--- src/rtl/slave_bus_pkg.sv ---
// Shared types and constants for the serial slave bus receive path.
// State encoding, default field widths, transfer mode and a width helper.
package slave_bus_pkg;

    typedef enum logic [1:0] {
        ST_IDLE = 2'd0,
        ST_RECV = 2'd1,
        ST_HOLD = 2'd2
    } state_t;

    typedef enum logic {
        MODE_READ  = 1'b0,
        MODE_WRITE = 1'b1
    } mode_t;

    localparam int DEF_ADDR_WIDTH = 12;
    localparam int DEF_DATA_WIDTH = 8;

    function automatic int max_width(input int a, input int b);
        return (a > b) ? a : b;
    endfunction

endpackage

--- src/rtl/serial_capture.sv ---
// Shadow register that loads serial_in into the bit selected by bit_idx while en is high.
// Indices at or beyond WIDTH match no bit and are silently dropped.
module serial_capture
    import slave_bus_pkg::*;
#(
    parameter int WIDTH = DEF_DATA_WIDTH,
    parameter int IDX_W = 4
) (
    input  logic             clk,
    input  logic             reset,
    input  logic             en,
    input  logic [IDX_W-1:0] bit_idx,
    input  logic             serial_in,
    output logic [WIDTH-1:0] shadow
);

    logic [WIDTH-1:0] r_shadow;
    logic [WIDTH-1:0] w_shadow_nxt;

    always_comb begin
        w_shadow_nxt = r_shadow;
        if (en) begin
            for (int k = 0; k < WIDTH; k++) begin
                if (bit_idx == IDX_W'(k)) begin
                    w_shadow_nxt[k] = serial_in;
                end
            end
        end
    end

    always_ff @(posedge clk or negedge reset) begin
        if (!reset) begin
            r_shadow <= '0;
        end else begin
            r_shadow <= w_shadow_nxt;
        end
    end

    assign shadow = r_shadow;

endmodule

--- src/rtl/slave_rx_port.sv ---
// Serial receive port: handshake, LSB-first address/data shift-in, parallel
// presentation of the completed frame held until the downstream acknowledges.
module slave_rx_port
    import slave_bus_pkg::*;
#(
    parameter int ADDR_WIDTH = DEF_ADDR_WIDTH,
    parameter int DATA_WIDTH = DEF_DATA_WIDTH
) (
    input  logic                  clk,
    input  logic                  reset,
    input  logic                  master_valid,
    input  logic                  write_en,
    input  logic                  read_en,
    input  logic                  rx_address,
    input  logic                  rx_data,
    input  logic                  rx_ack,
    output logic                  slave_ready,
    output logic                  rx_done,
    output logic                  rx_write,
    output logic [ADDR_WIDTH-1:0] address,
    output logic [DATA_WIDTH-1:0] data
);

    localparam int MAX_W = max_width(ADDR_WIDTH, DATA_WIDTH);
    localparam int CNT_W = $clog2(MAX_W + 1);

    state_t                r_state;
    state_t                w_state_nxt;
    mode_t                 r_mode;
    logic [CNT_W-1:0]      r_cnt;
    logic                  w_start;
    logic                  w_recv;
    logic                  w_last;
    logic [ADDR_WIDTH-1:0] w_addr_shadow;
    logic [DATA_WIDTH-1:0] w_data_shadow;
    logic [ADDR_WIDTH-1:0] w_addr_final;
    logic [DATA_WIDTH-1:0] w_data_final;

    // Handshake without either enable is dropped: the FSM simply stays idle.
    assign w_start = (r_state == ST_IDLE) && master_valid && (write_en || read_en);
    assign w_recv  = (r_state == ST_RECV);
    assign w_last  = w_recv && ((r_mode == MODE_WRITE) ? (r_cnt == CNT_W'(MAX_W - 1))
                                                       : (r_cnt == CNT_W'(ADDR_WIDTH - 1)));

    always_ff @(posedge clk or negedge reset) begin
        if (!reset) begin
            r_state <= ST_IDLE;
        end else begin
            r_state <= w_state_nxt;
        end
    end

    always_comb begin
        w_state_nxt = r_state;
        case (r_state)
            ST_IDLE: if (w_start) w_state_nxt = ST_RECV;
            ST_RECV: if (w_last)  w_state_nxt = ST_HOLD;
            ST_HOLD: if (rx_ack)  w_state_nxt = ST_IDLE;
            default: w_state_nxt = ST_IDLE;
        endcase
    end

    always_ff @(posedge clk or negedge reset) begin
        if (!reset) begin
            r_cnt  <= '0;
            r_mode <= MODE_READ;
        end else if (w_start) begin
            r_cnt  <= '0;
            r_mode <= write_en ? MODE_WRITE : MODE_READ;
        end else if (w_recv) begin
            r_cnt  <= r_cnt + CNT_W'(1);
        end
    end

    serial_capture #(.WIDTH(ADDR_WIDTH), .IDX_W(CNT_W)) u_addr_cap (
        .clk       (clk),
        .reset     (reset),
        .en        (w_recv),
        .bit_idx   (r_cnt),
        .serial_in (rx_address),
        .shadow    (w_addr_shadow)
    );

    serial_capture #(.WIDTH(DATA_WIDTH), .IDX_W(CNT_W)) u_data_cap (
        .clk       (clk),
        .reset     (reset),
        .en        (w_recv && (r_mode == MODE_WRITE)),
        .bit_idx   (r_cnt),
        .serial_in (rx_data),
        .shadow    (w_data_shadow)
    );

    // The top bit of a field may land on the completion edge itself, so it is
    // merged here rather than waiting a cycle for the shadow to catch up.
    always_comb begin
        w_addr_final = w_addr_shadow;
        w_data_final = w_data_shadow;
        if (r_cnt == CNT_W'(ADDR_WIDTH - 1)) w_addr_final[ADDR_WIDTH-1] = rx_address;
        if (r_cnt == CNT_W'(DATA_WIDTH - 1)) w_data_final[DATA_WIDTH-1] = rx_data;
    end

    always_ff @(posedge clk or negedge reset) begin
        if (!reset) begin
            rx_done  <= 1'b0;
            rx_write <= 1'b0;
            address  <= '0;
            data     <= '0;
        end else begin
            rx_done <= w_last;
            if (w_last) begin
                address  <= w_addr_final;
                rx_write <= (r_mode == MODE_WRITE);
                if (r_mode == MODE_WRITE) data <= w_data_final;
            end
        end
    end

    assign slave_ready = (r_state == ST_IDLE);

endmodule

--- config.mk ---
export PLATFORM = sky130hd
export DESIGN_NAME = slave_rx_port
export DESIGN_NICKNAME = d
export VERILOG_FILES = /design/src/rtl/slave_bus_pkg.sv /design/src/rtl/serial_capture.sv /design/src/rtl/slave_rx_port.sv
export SDC_FILE = /design/constraint.sdc
export NUM_CORES = 1
export LEC_CHECK = 0
export BUFFER_PORTS_ARGS = -buffer_cell sky130_fd_sc_hd__buf_2
export CAP_MARGIN = 20
export CORE_MARGIN = 4
export CORE_UTILIZATION = 40
export DETAILED_ROUTE_END_ITERATION = 8
export PLACE_DENSITY_LB_ADDON = 0.15
export SYNTH_ARGS = -nofsm -noshare
export SYNTH_HDL_FRONTEND = slang
export SYNTH_SLANG_ARGS = --single-unit
--- constraint.sdc ---
create_clock -name clk -period 2.7 [get_ports clk]
set_input_delay 0.54 -clock clk [delete_from_list [all_inputs] [get_ports clk]]
set_output_delay 0.54 -clock clk [all_outputs]
set_load 0.005 [all_outputs]
Yosys cells after proc, flatten, opt, wreduce, memory -nomap -nowiden
Index checks and enable logic that the tools add are counted.
{"block": "classes", "n_addsub": 1, "mul": 0, "div_mod_pow": 0, "magnitude_cmp": 0, "n_eq_ne": 16, "n_shift": 0, "n_mux": 9, "bitwise_logic": 0, "n_reduce_logical": 28}
{"op": "AND reduction 2 bit", "count": 19}
{"op": "== test 4 x 3 -> 1 bit, second input constant", "count": 4}
{"op": "== test 4 bit, second input constant", "count": 4}
{"op": "== test 4 x 2 -> 1 bit, second input constant", "count": 2}
{"op": "two-way mux 4 bit", "count": 2}
{"op": "two-way mux 2 bit", "count": 3}
{"op": "one-hot mux 2 bit (3 select lines)", "count": 1}
{"op": "adder 4 x 1 -> 4 bit, second input constant", "count": 1}
{"op": "== test 4 x 1 -> 1 bit, second input constant", "count": 1}
{"op": "logical AND 1 bit", "count": 4}
{"op": "zero test 4 bit", "count": 1}
{"op": "inequality test 2 x 1 -> 1 bit, second input constant", "count": 2}
{"op": "two-way mux 1 bit", "count": 3}
{"op": "AND reduction 3 bit", "count": 1}
{"op": "== test 2 x 1 -> 1 bit, second input constant", "count": 1}
{"op": "== test 2 bit, second input constant", "count": 1}
{"op": "zero test 2 bit", "count": 1}
{"op": "inequality test 2 bit, second input constant", "count": 1}
{"op": "nonzero test 2 bit", "count": 1}
{"op": "logical OR 1 bit", "count": 1}
{"block": "word_totals", "regBits": 49, "latch_bits": 0, "mem_bits_rw": 0, "mem_bits_ro": 0, "input_bits": 8, "out_inout_bits": 23, "elab_cells": 81, "mem_count": 0}

Depth between registers and ports, before layout
{"block": "logic_depth", "depth_word": 5, "mapped_depth": 5, "mapped_depth_nobuf": 4}

Cells and area by module
A second synthesis with hierarchy kept.
{"block": "hier_totals", "hier_cells": 158, "hier_area_um2": 2157.1}
{"module": "slave_rx_port", "n_inst": 1, "cells_each": 84, "area_each_um2": 1222.4, "seq_area_each_um2": 725.7}
{"module": "serial_capture (u_addr_cap)", "n_inst": 1, "cells_each": 46, "area_each_um2": 559.3, "seq_area_each_um2": 300.3}
{"module": "serial_capture (u_data_cap)", "n_inst": 1, "cells_each": 28, "area_each_um2": 375.4, "seq_area_each_um2": 200.2}

Worst setup path after synthesis
OpenSTA, ideal clock, no wires.
{"block": "synth_timing", "path_kind": "reg2reg", "from": "register r_cnt[0]", "to": "register address[11]", "setup_ps": 125, "arrival_time_ps": 1479, "required_ps": 2575, "slack_ps": 1097, "stages_incl_launch_ff": 6, "n_path_buf": 1, "synth_period_minus_slack_ps": 1603, "path_cell_list": "dfrtp_1 -> ha_1 -> nand3b_4 -> nor2_4 -> buf_4 -> mux2_2"}
{"block": "synth_via", "elab_chain_cells": 2, "elab_cells_between_ends": 3, "cone_classes": "eq/ne (1); mux (1); reduce/logical (1)"}
{"item": "start, declared", "line": "slave_rx_port.sv:30", "text": "logic [CNT_W-1:0] r_cnt;"}
{"item": "start signal, assigned", "line": "slave_rx_port.sv:71", "text": "r_cnt <= r_cnt + CNT_W'(1);"}
{"item": "== test 4 bit", "line": "slave_rx_port.sv:42, slave_rx_port.sv:43"}
{"item": "logical AND 1 bit", "line": "slave_rx_port.sv:42", "text": "assign w_last = w_recv && ((r_mode == MODE_WRITE) ? (r_cnt == CNT_W'(MAX_W - 1))"}
{"item": "net w_last", "line": "slave_rx_port.sv:33", "text": "logic w_last;"}
{"item": "end signal, assigned", "line": "slave_rx_port.sv:111", "text": "address <= w_addr_final;"}
{"item": "end, declared", "line": "slave_rx_port.sv:20", "text": "output logic [ADDR_WIDTH-1:0] address,"}
The timed path passes the listed nets, and every way through them passes these cells.
A chain may end at the register's enable or synchronous reset.

Worst setup path in the final report
{"block": "layout_timing", "from": "register r_cnt[0]", "to": "register data[3]"}
{"block": "layout_via", "elab_chain_cells": 3}
{"item": "== test 4 bit", "line": "slave_rx_port.sv:42, slave_rx_port.sv:43"}
{"item": "logical AND 1 bit", "line": "slave_rx_port.sv:42"}
{"item": "AND reduction 2 bit (no source line)"}
{"item": "end signal, assigned", "line": "slave_rx_port.sv:113", "text": "if (r_mode == MODE_WRITE) data <= w_data_final;"}
{"item": "end, declared", "line": "slave_rx_port.sv:21", "text": "output logic [DATA_WIDTH-1:0] data"}
No other way between the ends.

==> results_dict.tcl <==
set metrics [dict create \
    pwr-share-seq 0.483 \
    grt_use_total 0.132 \
    syn-num-nets 160 \
    postSynthCellCount 148 \
    clockPowerShare 0.192 \
    post-cts-setup-buffers 0 \
    setup.worst_path.class "reg -> reg" \
    drv_cap 0 \
    grt_use_met2 0.216 \
    synth_top_area_frac 0.585 \
    cp_data_required_time_ns 2.88 \
    ys_seq_area_frac 0.585 \
    intPower_mw 1.78 \
    cp.arrival_ns 2.00 \
    cpLargestDelayFamily "simple AND/OR/NAND/NOR gates" \
    cts_max_path_buffers 2 \
    drt_pass1_iterations 4 \
    antenna_found_initial 0 \
    drcViolationCount 0 \
    io_buffers 30 \
    crit_slowest_cell "nor3_4" \
    hold_buffers 0 \
    drtAntennaViolNets 0 \
    path_cells "ha_1 -> nand3b_4 -> nor3_4 -> mux2_2" \
    vias 1221 \
    core_region_area_sq_um 4850 \
    worst_pin_slew_ns 0.594 \
    cts_resized 0 \
    drive_above_1_share 0.434 \
    drt_wl_total_um 3700 \
    p_leak_nw 1.16 \
    nFillCells 441 \
    die_w_um 79.7 \
    viasPerCell 4.90 \
    crit_path_end_kind "flop" \
    clk_pin_slew_ns 0.08 \
    fin_crit_sh 0.672 \
    yosys-top-cells-area "dfrtp_1 (58%), mux2_2 (18%), mux2_1 (4.4%)" \
    p_per_area_nw_per_um2 1100 \
    max_slew_margin 0.604 \
    worst_slack_ns 0.885 \
    row_count 25 \
    cpPeakStageDelay_ns 0.43 \
    htreeDepth 2 \
    die_area_sq_um 6350 \
    cts-buffers-inserted 5 \
    met1_usage 0.167 \
    grt_first_pass_wirelength_um 6440 \
    status "complete, no violations" \
    pwr-share-comb 0.325 \
    areaGrowthSynthToFinish_pct 16.1 \
    sw_frac_of_total 0.319 \
    num_antenna_cells 0 \
    synth.yosys.warnings 0 \
    setup.worst_path.start_class "flop" \
    grt_max_degree 49 \
    hpwl_um 2660 \
    die_y_um 79.7 \
    r2r_cells 4 \
    yosysTopAreaCell "dfrtp_1" \
    worstPathBufferInverterCount 0 \
    start_util 0.424 \
    drtIter0Drc 39 \
    placed_area_sq_um 2270 \
    clk_latency_ns 0.29 \
    path_max_fanout 8 \
    yosysUniqueCellTypes 31 \
    avgSynthCellArea_sq_um 13.9 \
    grt_pass1_vias 1342 \
    setup_viol 0 \
    crit_cells 4 \
    reg2reg_slack_ns 0.88 \
    p_switching_mw 0.833 \
    fin_skew_ns 0.00311 \
    holdCritPathClass "in -> async" \
    drv_slew 0 \
    clock_sinks 48 \
    cts-root-buf "clkbuf_8" \
    gr-total-overflow 0 \
    syn_area_sq_um 2050 \
    place_ws_ns 0.860 \
    setup-tns-final_ns 0 \
    fin_crit_ns 1.82 \
    irDropWorstVdd_uv 431 \
    p_total_mw 2.61 \
    use_met3 0.0339 \
    rsz0062_at_grt "false" \
    max_freq_ghz 0.551 \
    post_drt_wl_per_cell_um 14.8 \
    finalWeightedCongestion 0.829 \
    ios 31 \
    busiest_layer "met2" \
    ys_seq_elements 48 \
    cts_tree "yes" \
    finalHoldViolCount 0 \
    fin_area_sq_um 2380 \
    nNetsFinal 193 \
]
[power by group through the flow]
stage / combinational [mW] / sequential, mW / clock (mW)
after floorplan: 0.631 / 1.19 / 0
after global placement: 0.842 / 1.25 / 0
after detailed placement: 0.868 / 1.28 / 0
after CTS: 0.875 / 1.26 / 0.522
after global routing: 0.961 / 1.31 / 0.550
final: 0.850 / 1.26 / 0.502
[worst paths after layout]
check / start / to
worst max-delay path: r_cnt[0] / data[3]
worst max register to register: r_cnt[0] / data[3]
max in group asynchronous: reset / u_addr_cap.shadow[0]
min in group clk: u_data_cap.shadow[7] / u_data_cap.shadow[7]
worst min-delay path: reset / address[7]
worst min register to register: u_data_cap.shadow[7] / u_data_cap.shadow[7]
[synth_stat cells]
| master | number |
|---|---|
| or3_1 | 1 |
| o21ai_0 | 2 |
| nor3_4 | 1 |
| o31ai_1 | 1 |
| xor2_1 | 1 |
| nor4bb_1 | 1 |
| inv_1 | 3 |
| buf_4 | 1 |
| ha_1 | 4 |
| nand3_1 | 9 |
| nor3_1 | 1 |
| buf_2 | 1 |
| nand3b_4 | 1 |
| buf_1 | 1 |
| nor2_4 | 1 |
| a21o_1 | 2 |
| clkbuf_1 | 1 |
| o211a_1 | 1 |
| nand2_1 | 14 |
| o21bai_1 | 1 |
| mux2_2 | 33 |
| mux2_1 | 8 |
| nor2b_1 | 1 |
| a21oi_1 | 1 |
| nor2_1 | 3 |
| dfrtp_1 | 48 |
| and4bb_2 | 1 |
| nand3b_1 | 1 |
| nor4b_4 | 1 |
| nand2b_2 | 1 |
| clkbuf_2 | 2 |
[routing by layer]
metal | share of wire | up-vias | wire length, um
met3 | 0.041 | 4 | 153
met4 | 0.015 | 0 | 55
met1 | 0.45 | 610 | 1670
met2 | 0.49 | 25 | 1820
li1 | - | 582 | -
met5 | 0 | - | 0
[area by class of cell]
class,count,area [sq um],share of cell area
sequential,48,1200,0.504
multi-input combinational,91,812,0.341
timing repair buffer,32,165,0.0693
tap,67,83.8,0.0352
clock buffer,5,68.8,0.0289
clock inverter,3,42.5,0.0178
inverter,3,11.3,0.00472
[cells by family after synthesis]
logic type | count (synthesis) | share of synthesized area
adders and majority gates | 4 | 0.0244
and+or+nand+nor | 37 | 0.115
DFF | 48 | 0.585
muxes | 41 | 0.225
xor gates and xnor gates | 1 | 0.00426
AOI/OAI and AO/OA | 8 | 0.0268
buffers and inverters | 9 | 0.0201
[through the flow]
step,instances,util,hold slack (ns)
floorplan,148,-,0.244
global placement,241,0.469,0.468
detailed placement,241,0.469,0.478
CTS,249,0.492,0.341
global route,249,0.492,0.382
finish,249,0.492,0.322
[flip-flops by register name, indices dropped and copies added, names as in the netlist, 2 cells and up]
name / count
address: 12
u_addr_cap.shadow: 11
r_cnt: 4
r_state: 2
u_data_cap.shadow: 8
data: 8
[cells in the final DEF (no fill, tap or decap)]
master / instances
nand3b_4: 1
or3_1: 1
nor3_1: 1
nor2b_1: 1
buf_4: 2
nand2b_2: 1
nor2_4: 1
bufinv_16: 1
nand3b_1: 1
mux2_2: 33
o31ai_1: 1
dfrtp_1: 48
buf_2: 30
nand3_1: 9
nor4bb_1: 1
o21ai_0: 2
nor2_1: 3
o211a_1: 1
mux2_1: 8
xor2_1: 1
inv_1: 3
nand2_1: 14
nor3_4: 1
and4bb_2: 1
clkinvlp_4: 1
clkinv_2: 1
ha_1: 4
a21o_1: 2
clkbuf_8: 5
o21bai_1: 1
nor4b_4: 1
a21oi_1: 1
(Power assumes the default switching activity.)
